[src/rtl/vpu_pkg.sv]
// VPU shared types and constants: operand width plus destination-port line buffer types.
package vpu_pkg;

  localparam int OPERAND_WIDTH  = 32;
  localparam int DST_ELEMS      = 4;
  localparam int DST_ADDR_WIDTH = 8;
  localparam int DST_LEN_WIDTH  = $clog2(DST_ELEMS + 1);

  typedef enum logic [1:0] {
    FREE = 2'd0,
    FILL = 2'd1,
    FULL = 2'd2
  } dst_buf_state_t;

  // One destination line being assembled; data element k sits at [k*OPERAND_WIDTH +: OPERAND_WIDTH].
  typedef struct packed {
    dst_buf_state_t                     state;
    logic [DST_ADDR_WIDTH-1:0]          addr;
    logic [DST_LEN_WIDTH-1:0]           len;
    logic [DST_LEN_WIDTH-1:0]           cnt;
    logic [DST_ELEMS*OPERAND_WIDTH-1:0] data;
  } dst_buf_t;

endpackage

[src/rtl/vpu_dst_port.sv]
// Packs FP results into ping-pong destination lines; wr_valid_o rises 1 cycle after a line's last result.
// Write port may stall indefinitely (outputs held); upstream is throttled by credits via issue_ok_o.
module vpu_dst_port
  import vpu_pkg::*;
#(
  parameter int ELEMS      = DST_ELEMS,
  parameter int ADDR_WIDTH = DST_ADDR_WIDTH
) (
  input  logic                           clk,
  input  logic                           rst_n,
  input  logic                           cmd_valid_i,
  output logic                           cmd_ready_o,
  input  logic [ADDR_WIDTH-1:0]          cmd_addr_i,
  input  logic [$clog2(ELEMS+1)-1:0]     cmd_len_i,
  input  logic                           issue_i,
  output logic                           issue_ok_o,
  input  logic [OPERAND_WIDTH-1:0]       result_i,
  input  logic                           done_i,
  output logic                           wr_valid_o,
  input  logic                           wr_ready_i,
  output logic [ADDR_WIDTH-1:0]          wr_addr_o,
  output logic [ELEMS*OPERAND_WIDTH-1:0] wr_data_o,
  output logic [ELEMS-1:0]               wr_mask_o,
  output logic                           err_o
);

  localparam int LW = $clog2(ELEMS + 1);
  localparam int CW = $clog2(2 * ELEMS + 1);
  localparam int DW = ELEMS * OPERAND_WIDTH;

  dst_buf_t        buf_q [2];
  dst_buf_t        buf_d [2];
  logic            fill_ptr_q, fill_ptr_d;
  logic            drain_ptr_q, drain_ptr_d;
  logic [CW-1:0]   credit_q, credit_d;
  logic            err_q, err_d;

  logic            any_fill;
  logic            fill_active;
  logic            cmd_hs;
  logic            len_bad;
  logic            wr_hs;
  logic [LW-1:0]   cnt_nxt;
  dst_buf_t        drain_buf;

  // Only buf[fill_ptr] can ever be in FILL; any_fill keeps the ready term explicit.
  assign any_fill    = (buf_q[0].state == FILL) || (buf_q[1].state == FILL);
  assign fill_active = (buf_q[fill_ptr_q].state == FILL);
  assign cmd_ready_o = !any_fill && (buf_q[fill_ptr_q].state == FREE);
  assign cmd_hs      = cmd_valid_i && cmd_ready_o;
  assign len_bad     = (cmd_len_i == '0) || (cmd_len_i > LW'(ELEMS));

  assign drain_buf   = buf_q[drain_ptr_q];
  assign wr_valid_o  = (drain_buf.state == FULL);
  assign wr_hs       = wr_valid_o && wr_ready_i;
  assign wr_addr_o   = wr_valid_o ? drain_buf.addr[ADDR_WIDTH-1:0] : '0;
  assign wr_data_o   = wr_valid_o ? drain_buf.data[DW-1:0] : '0;

  always_comb begin
    wr_mask_o = '0;
    for (int k = 0; k < ELEMS; k++) begin
      wr_mask_o[k] = wr_valid_o && (k < int'(drain_buf.len));
    end
  end

  assign issue_ok_o = (credit_q != '0);
  assign err_o      = err_q;

  always_comb begin
    buf_d       = buf_q;
    fill_ptr_d  = fill_ptr_q;
    drain_ptr_d = drain_ptr_q;
    credit_d    = credit_q;
    err_d       = err_q;
    cnt_nxt     = buf_q[fill_ptr_q].cnt + 1'b1;

    if (wr_hs) begin
      buf_d[drain_ptr_q].state = FREE;
      drain_ptr_d              = ~drain_ptr_q;
    end

    if (cmd_hs) begin
      if (len_bad) begin
        err_d = 1'b1;
      end else begin
        buf_d[fill_ptr_q]       = '0;
        buf_d[fill_ptr_q].state = FILL;
        buf_d[fill_ptr_q].addr  = cmd_addr_i;
        buf_d[fill_ptr_q].len   = cmd_len_i;
      end
    end

    if (done_i) begin
      if (fill_active) begin
        buf_d[fill_ptr_q].data[int'(buf_q[fill_ptr_q].cnt)*OPERAND_WIDTH +: OPERAND_WIDTH] = result_i;
        buf_d[fill_ptr_q].cnt = cnt_nxt;
        if (cnt_nxt == buf_q[fill_ptr_q].len) begin
          buf_d[fill_ptr_q].state = FULL;
          fill_ptr_d              = ~fill_ptr_q;
        end
      end else begin
        err_d = 1'b1;
      end
    end

    // Returned credits and a same-cycle issue combine into one net update.
    if (wr_hs) begin
      credit_d = credit_d + CW'(drain_buf.len);
    end
    if (issue_i) begin
      if (credit_q != '0) begin
        credit_d = credit_d - 1'b1;
      end else begin
        err_d = 1'b1;
      end
    end
  end

  always_ff @(posedge clk or negedge rst_n) begin
    if (!rst_n) begin
      buf_q[0]    <= '0;
      buf_q[1]    <= '0;
      fill_ptr_q  <= 1'b0;
      drain_ptr_q <= 1'b0;
      credit_q    <= CW'(2 * ELEMS);
      err_q       <= 1'b0;
    end else begin
      buf_q[0]    <= buf_d[0];
      buf_q[1]    <= buf_d[1];
      fill_ptr_q  <= fill_ptr_d;
      drain_ptr_q <= drain_ptr_d;
      credit_q    <= credit_d;
      err_q       <= err_d;
    end
  end

endmodule

[config.mk]
export PLATFORM = sky130hd
export DESIGN_NAME = vpu_dst_port
export DESIGN_NICKNAME = d
export VERILOG_FILES = /design/src/rtl/vpu_pkg.sv /design/src/rtl/vpu_dst_port.sv
export SDC_FILE = /design/constraint.sdc
export NUM_CORES = 1
export LEC_CHECK = 0
export CORE_MARGIN = 5
export CORE_UTILIZATION = 45
export CTS_BUF_LIST = sky130_fd_sc_hd__clkbuf_4 sky130_fd_sc_hd__clkbuf_8
export DETAILED_ROUTE_END_ITERATION = 6
export PLACE_DENSITY = 0.77
export SYNTH_ARGS = -nofsm -noshare
export SYNTH_HDL_FRONTEND = slang
export SYNTH_SLANG_ARGS = --single-unit
[constraint.sdc]
create_clock -name clk -period 2.7 [get_ports clk]
set_input_delay 0.54 -clock clk [delete_from_list [all_inputs] [get_ports clk]]
set_output_delay 0.54 -clock clk [all_outputs]
set_load 0.005 [all_outputs]
==> metrics <==
status finished, violations left; failing checks setup timing; WP data arrival approximately 2.2 ns; CP Capture Type primary output; pin count of the biggest net entering global routing 91; synthesized flop and latch total a little under 300; Area after DPL approximately 17,000 um2; mapped cell area 13,900 um2; area share of the largest cell type after synthesis approximately 53%; CP top delay family buffers and inverters; pwr dens 1000 nW/um2; Initial Utilization between 40% and 50%; maxcap violations 0; Worst VDD drop 0.530 mV; Die Area 34,600 um2; period utilization 103%; CTS Buffer Depth 3; core box area 30,600 um2; most frequent cell after synthesis nand2_1; measured slew at the worst slew-check pin roughly 0.5 ns; WP buf/inv 6; routability cong. 0.828; RSZ-0062 raised after global routing yes; crit-path max cell delay a little over 0.5 ns; worst hold path cell count 2; hold slack between 0.4 and 0.5 ns; Synth cell types between 40 and 50; min Tclk post-route ~2.8 ns; FMAX 0.361 GHz; gr usage total 25.0%; CTS buffer count 49; Critical Path Start Type flip-flop; # fillers around 2,500; max-slew violation count 0; final WL roughly 44 mm; Finished Cell Area roughly 18,000 um2; Ys Warns 0; IO Port Bufs between 150 and 200; Row Count 64; grt total ovfl 0; async set or reset register ratio after synthesis 100%; Mean Syn Cell Area 9.10 um2; register area ~7400 um2; largest cells by area after synthesis dfrtp_1, mux2i_1, nand2_1, nand3_1, o21ai_0; ratio of cells with drive above 1 in the final layout between 20% and 30%; clk root buf clkbuf_8; Required @ worst endpoint 2.16 ns; wire length per cell just over 20 um; worst skew pair latency 0.57 ns; critical path, cell by cell nor2b_4 -> a22oi_2 -> buf_6 -> buf_12 -> buf_12 -> buf_8 -> buf_6 -> nor2_2 -> buf_2; Final Hold Viols 0; Hold Path Class flip-flop to flip-flop; die extent in x between 150 and 200 um; CTS H-tree lvls 2; Vias/cell approximately 5.6; Layout Cells excl Fill ~2,200; 1st-pass router iterations 5; Iter 0 DRT Violations around 1,100; residual DRC count 0; Die Span Y ~190 um; initial antenna violation count 0; CP max-delay cell dfrtp_4; CTS tree done; area leader, netlist dfrtp_1; # diodes 0; Max-slew headroom between 60% and 70%; Setup WS post-layout -0.0702 ns; placed cells approximately 2,000; dpl hpwl 26.7 mm; gate count after technology mapping 1,532; ANT nets after route 0; CP Class flip-flop to primary output; final setup violation count 35; clock sink total 295; dominant synthesized flop cell dfrtp_1; Commonest cells post-synth nand2_1, dfrtp_1, nor2_1; Layout area overhead 31.2%; CTS clock-pin slew for the worst setup and hold paths ~0.060 ns; standby leakage power between 8 and 9 nW; number of synthesized flops with an enable pin 0; reg2reg path depth 11; number of global-route vias before repair around 12,000; Crit path depth 9; Vias 12,300; first-pass GRT wire length 68.6 mm; critical path fanouts, max 6; I/O Pins 193; Synthesized Nets roughly 1,600; sequential fraction of the synthesis area a little over half; Final #Nets between 1,500 and 2,000; multi-input logic area roughly 6400 um2; Final Skew 0.0247 ns
-- registers in the layout, indices dropped and copies added, names as in the netlist, named ones only --
| register | cells |
|---|---|
| credit_q | 4 |
| buf_q | 266 |
| drain_ptr_q | 1 |
| fill_ptr_q | 1 |
| err_o | 1 |
-- worst min-delay path, cell delays in order, from the launching register on --
cell and delay, ns:
dfrtp_1 0.34, nand2_1 0.05, nand2_1 0.06
-- metrics by stage --
stage	power (mW)	setup WS [ns]	utilization, %	TNS (ns)
2_1_floorplan	10.6	0.0277	-	0
3_3_place_gp	12.3	0.157	54.1	0
3_5_place_dp	12.6	0.101	54.1	0
4_1_cts	18.0	-0.185	59.9	-3.78
5_1_grt	19.3	-0.124	59.8	-4.22
6_report	18.3	-0.0702	59.8	-0.903
-- what timing repair did --
item | 4_1_cts | 5_1_grt
hold buffers | 1 | 0
hold endpoints to repair | 55 | 0
cloned | 9 | 3
buffers inserted | 40 | 14
gates resized for setup | 443 | 155
setup endpoints to repair | 142 | 130
pin swaps | 27 | 18
-- cell type report --
type,count,share of cell area (%)
Timing Repair Buffer,293,15.8
Clock buffer,78,5.49
Inverter,10,0.205
Sequential cell,295,40.4
Tap cell,396,2.71
Multi-Input combinational cell,1106,34.8
Clock inverter,9,0.534
-- cells by family after synthesis --
logic type               after synthesis  share of synthesized area, %
adder cells (fa/ha/maj)                8                         0.772
buffers and inverters                131                          3.90
multiplexers                         162                          11.8
AND/OR/NAND/NOR                      705                          20.9
XOR/XNOR                              12                         0.754
flip-flops                           295                          53.0
AO/OA/AOI/OAI                        219                          8.87
-- power breakdown --
group          switching (mW)  total (mW)  internal, mW
logic                    3.98        7.20          3.22
registers               0.900        6.76          5.86
clock network            1.82        4.36          2.54
total                    6.70        18.3          11.6
-- final timing paths --
path,slack (ns),startpoint,end
setup / recovery,-0.07,drain_ptr_q,wr_data_o[27]
hold / removal,0.47,flip-flop,flip-flop
setup reg to reg,0.02,drain_ptr_q,credit_q[3]
hold reg to reg,0.47,flip-flop,flip-flop
max in group asynchronous,1.41,rst_n,credit_q[3]
min in group asynchronous,0.50,rst_n,buf_q[82]
-- cell usage in the layout, fill, tap and decap left out, drive strengths merged, types with 2 or more instances in the layout --
cell	count
nand2	390
dfrtp	294
buf	153
nor2	150
mux2i	148
nand3	135
o21ai	134
clkbuf	132
o22ai	72
clkdlybuf4s50	49
clkdlybuf4s15	22
dlygate4sd2	14
mux2	14
inv	10
xnor2	8
ha	7
nor2b	7
clkinv	6
nand2b	5
xor2	4
nor3	3
a21oi	3
or2	2
and3	2
nand4	2
a21o	2
and4	2
bufinv	2
nor3b	2
-- layer usage --
layer  wire length [um]  global-route usage, %  up-vias  share of wire, %
met5                  0                      0        -                 0
met4               1380                   7.69        0               3.1
met3               4110                   5.55       96               9.3
met2              20300                   38.1      596                46
met1              18600                   35.9     6017                42
li1                   -                      -     5607                 -
Note: power is estimated with default switching activity, not from simulation.
==> edit: new RTL, same flow settings <==
Reset style: synchronous (`rst_n`), changed in one clocked block.
--- a/src/rtl/vpu_dst_port.sv
+++ b/src/rtl/vpu_dst_port.sv
@@ -116,7 +116,7 @@
     end
   end
 
-  always_ff @(posedge clk or negedge rst_n) begin
+  always_ff @(posedge clk) begin
     if (!rst_n) begin
       buf_q[0]    <= '0;
       buf_q[1]    <= '0;
Function: not settled (the Yosys comparison gave no result); the edit may change what the design does.
==> edit against the original RTL <==
  * The flow still finishes with violations (negative setup slack)
  * Sequential share of layout area shrank 6.1 points
  * Area after synthesis shrank 5.5%
  * Design area shrank 5.6%
  * Worst setup slack lost 0.011 ns
  * Core utilization grew 0.22 points
  * Critical path depth shrank 1
  * Wire length shrank 1.3%
  * Fmax shrank 0.41%
  * Sequential cell count is the same
  * Largest cell class is now multi-input gates
  * Highest routed layer is now met5
Power is not compared: it rests on default switching activity, and its combinational part moved more than twofold at a synthesized area within 25%.
==> edit: results (changes against the original RTL) <==
metric;value;unit;change
initial drt markers;1395;;+28%
Post-Place Cells;2121;;+3.6%
largest cells by area after synthesis;dfxtp_1 (45%), nor2_1 (12%), mux2i_1 (12%);;
Max clock buf depth;3;;unchanged
DR vias/cell;5.75;;+2.2%
slew at the pin closest to its max-slew limit;0.744;ns;+0.231 ns
first-pass GRT wire length;66500;um;-3.0%
Synth async-reset ratio;0;%;-100 points
initial antenna violation count;2;;+2
sequential cell area fraction in the yosys report;44.8;%;-8.1 points
Nets;1881;;+3.8%
Finished Layout Cells;2244;;+2.6%
layout cell share with drive strength beyond 1;14.1;%;-7.8 points
setup TNS;-0.655;ns;+0.248 ns
ys flop type;dfxtp_1;;
RD Place Congestion;0.831;;+0.31%
All-Layer GR Usage;24.5;%;-0.44 points
drt wl/cell;19.5;um;-3.8%
drt pass-1 iters;6;;+1
most frequent cells after synthesis;nor2_1 (422), dfxtp_1 (295), nand2_1 (163);;
CP max FO;10;;+4
post-route worst setup slack;-0.0815;ns;-0.0113 ns
final setup fails;14;;-60%
Detail Placement HPWL;25400;um;-4.7%
total CTS buffers;49;;unchanged
placed inst area;15500;um^2;-6.1%
Worst path slowest cell;dfxtp_4;;
number of global-route vias before repair;12300;;+0.34%
Slowest Stage Delay on Critical Path;0.37;ns;-0.14 ns
Hold Crit Class;register to register;;
Post-Syn Instances;1652;;+7.8%
status;finished with violations;;
pre-CTS setup slack;0.119;ns;+0.0185 ns
synth unique cells;50;;+6.4%
largest net degree at the start of global routing;112;;+23%
Clock Skew;0.0127;ns;-0.0120 ns
Post-Syn Nets;1709;;+7.6%
failing checks;negative setup slack;;
H-tree depth;2;;unchanged
## edit: timing repair
| item | 4_1_cts | 5_1_grt |
|---|---|---|
| pin swaps | 3 | 1 |
| setup endpoints to repair | 142 | 100 |
| cloned | 6 | 8 |
| endpoints found under the hold margin | 0 | 0 |
| gates resized for setup | 202 | 116 |
| buffers inserted | 6 | 17 |
## edit: metal layers
layer	part of all wire, %	up-vias	wire, um	global-route usage (%)
li1	-	6004	-	-
met2	45	658	19900	37.8
met3	8.8	111	3840	4.40
met1	42	6135	18400	34.0
met5	0.027	-	12	0
met4	3.7	2	1620	10.0
## edit: cells by family after synthesis
group | after synthesis | share of synthesized area, %
and+or+nand+nor | 725 | 22.6
AOI/OAI and AO/OA | 296 | 13.8
DFF | 295 | 44.8
muxes | 161 | 12.3
buffers and inverters | 156 | 4.92
xor gates and xnor gates | 11 | 0.732
adders and majority gates | 8 | 0.817
## edit: critical path: cells and delay by family, from the launching register on
kind	cells	cell delay (ns)
flops	1	0.37
buf+inv	5	0.80
simple gates	3	0.48
## edit: final cells by class
type / instances / area, um^2
fill: 2421 / 11500
multi-input combinational: 1201 / 6880
sequential: 295 / 5920
timing repair buffer: 267 / 2870
clock buffer: 78 / 1000
tap: 384 / 480
clock inverter: 8 / 71.3
inverter: 10 / 42.5
antenna: 1 / 2.50
## edit: final timing paths
kind,from,end,slack [ns],depth (start not counted)
setup / recovery,drain_ptr_q,wr_data_o[44],-0.08,8
setup reg to reg,fill_ptr_q,buf_q[225],0.10,7
hold reg to reg,register,register,0.46,2
hold / removal,register,register,0.46,2
## edit: report_power, final
part	switching (mW)	internal [mW]
registers	0.0311	4.39
logic	0.414	0.233
clock network	1.84	2.45
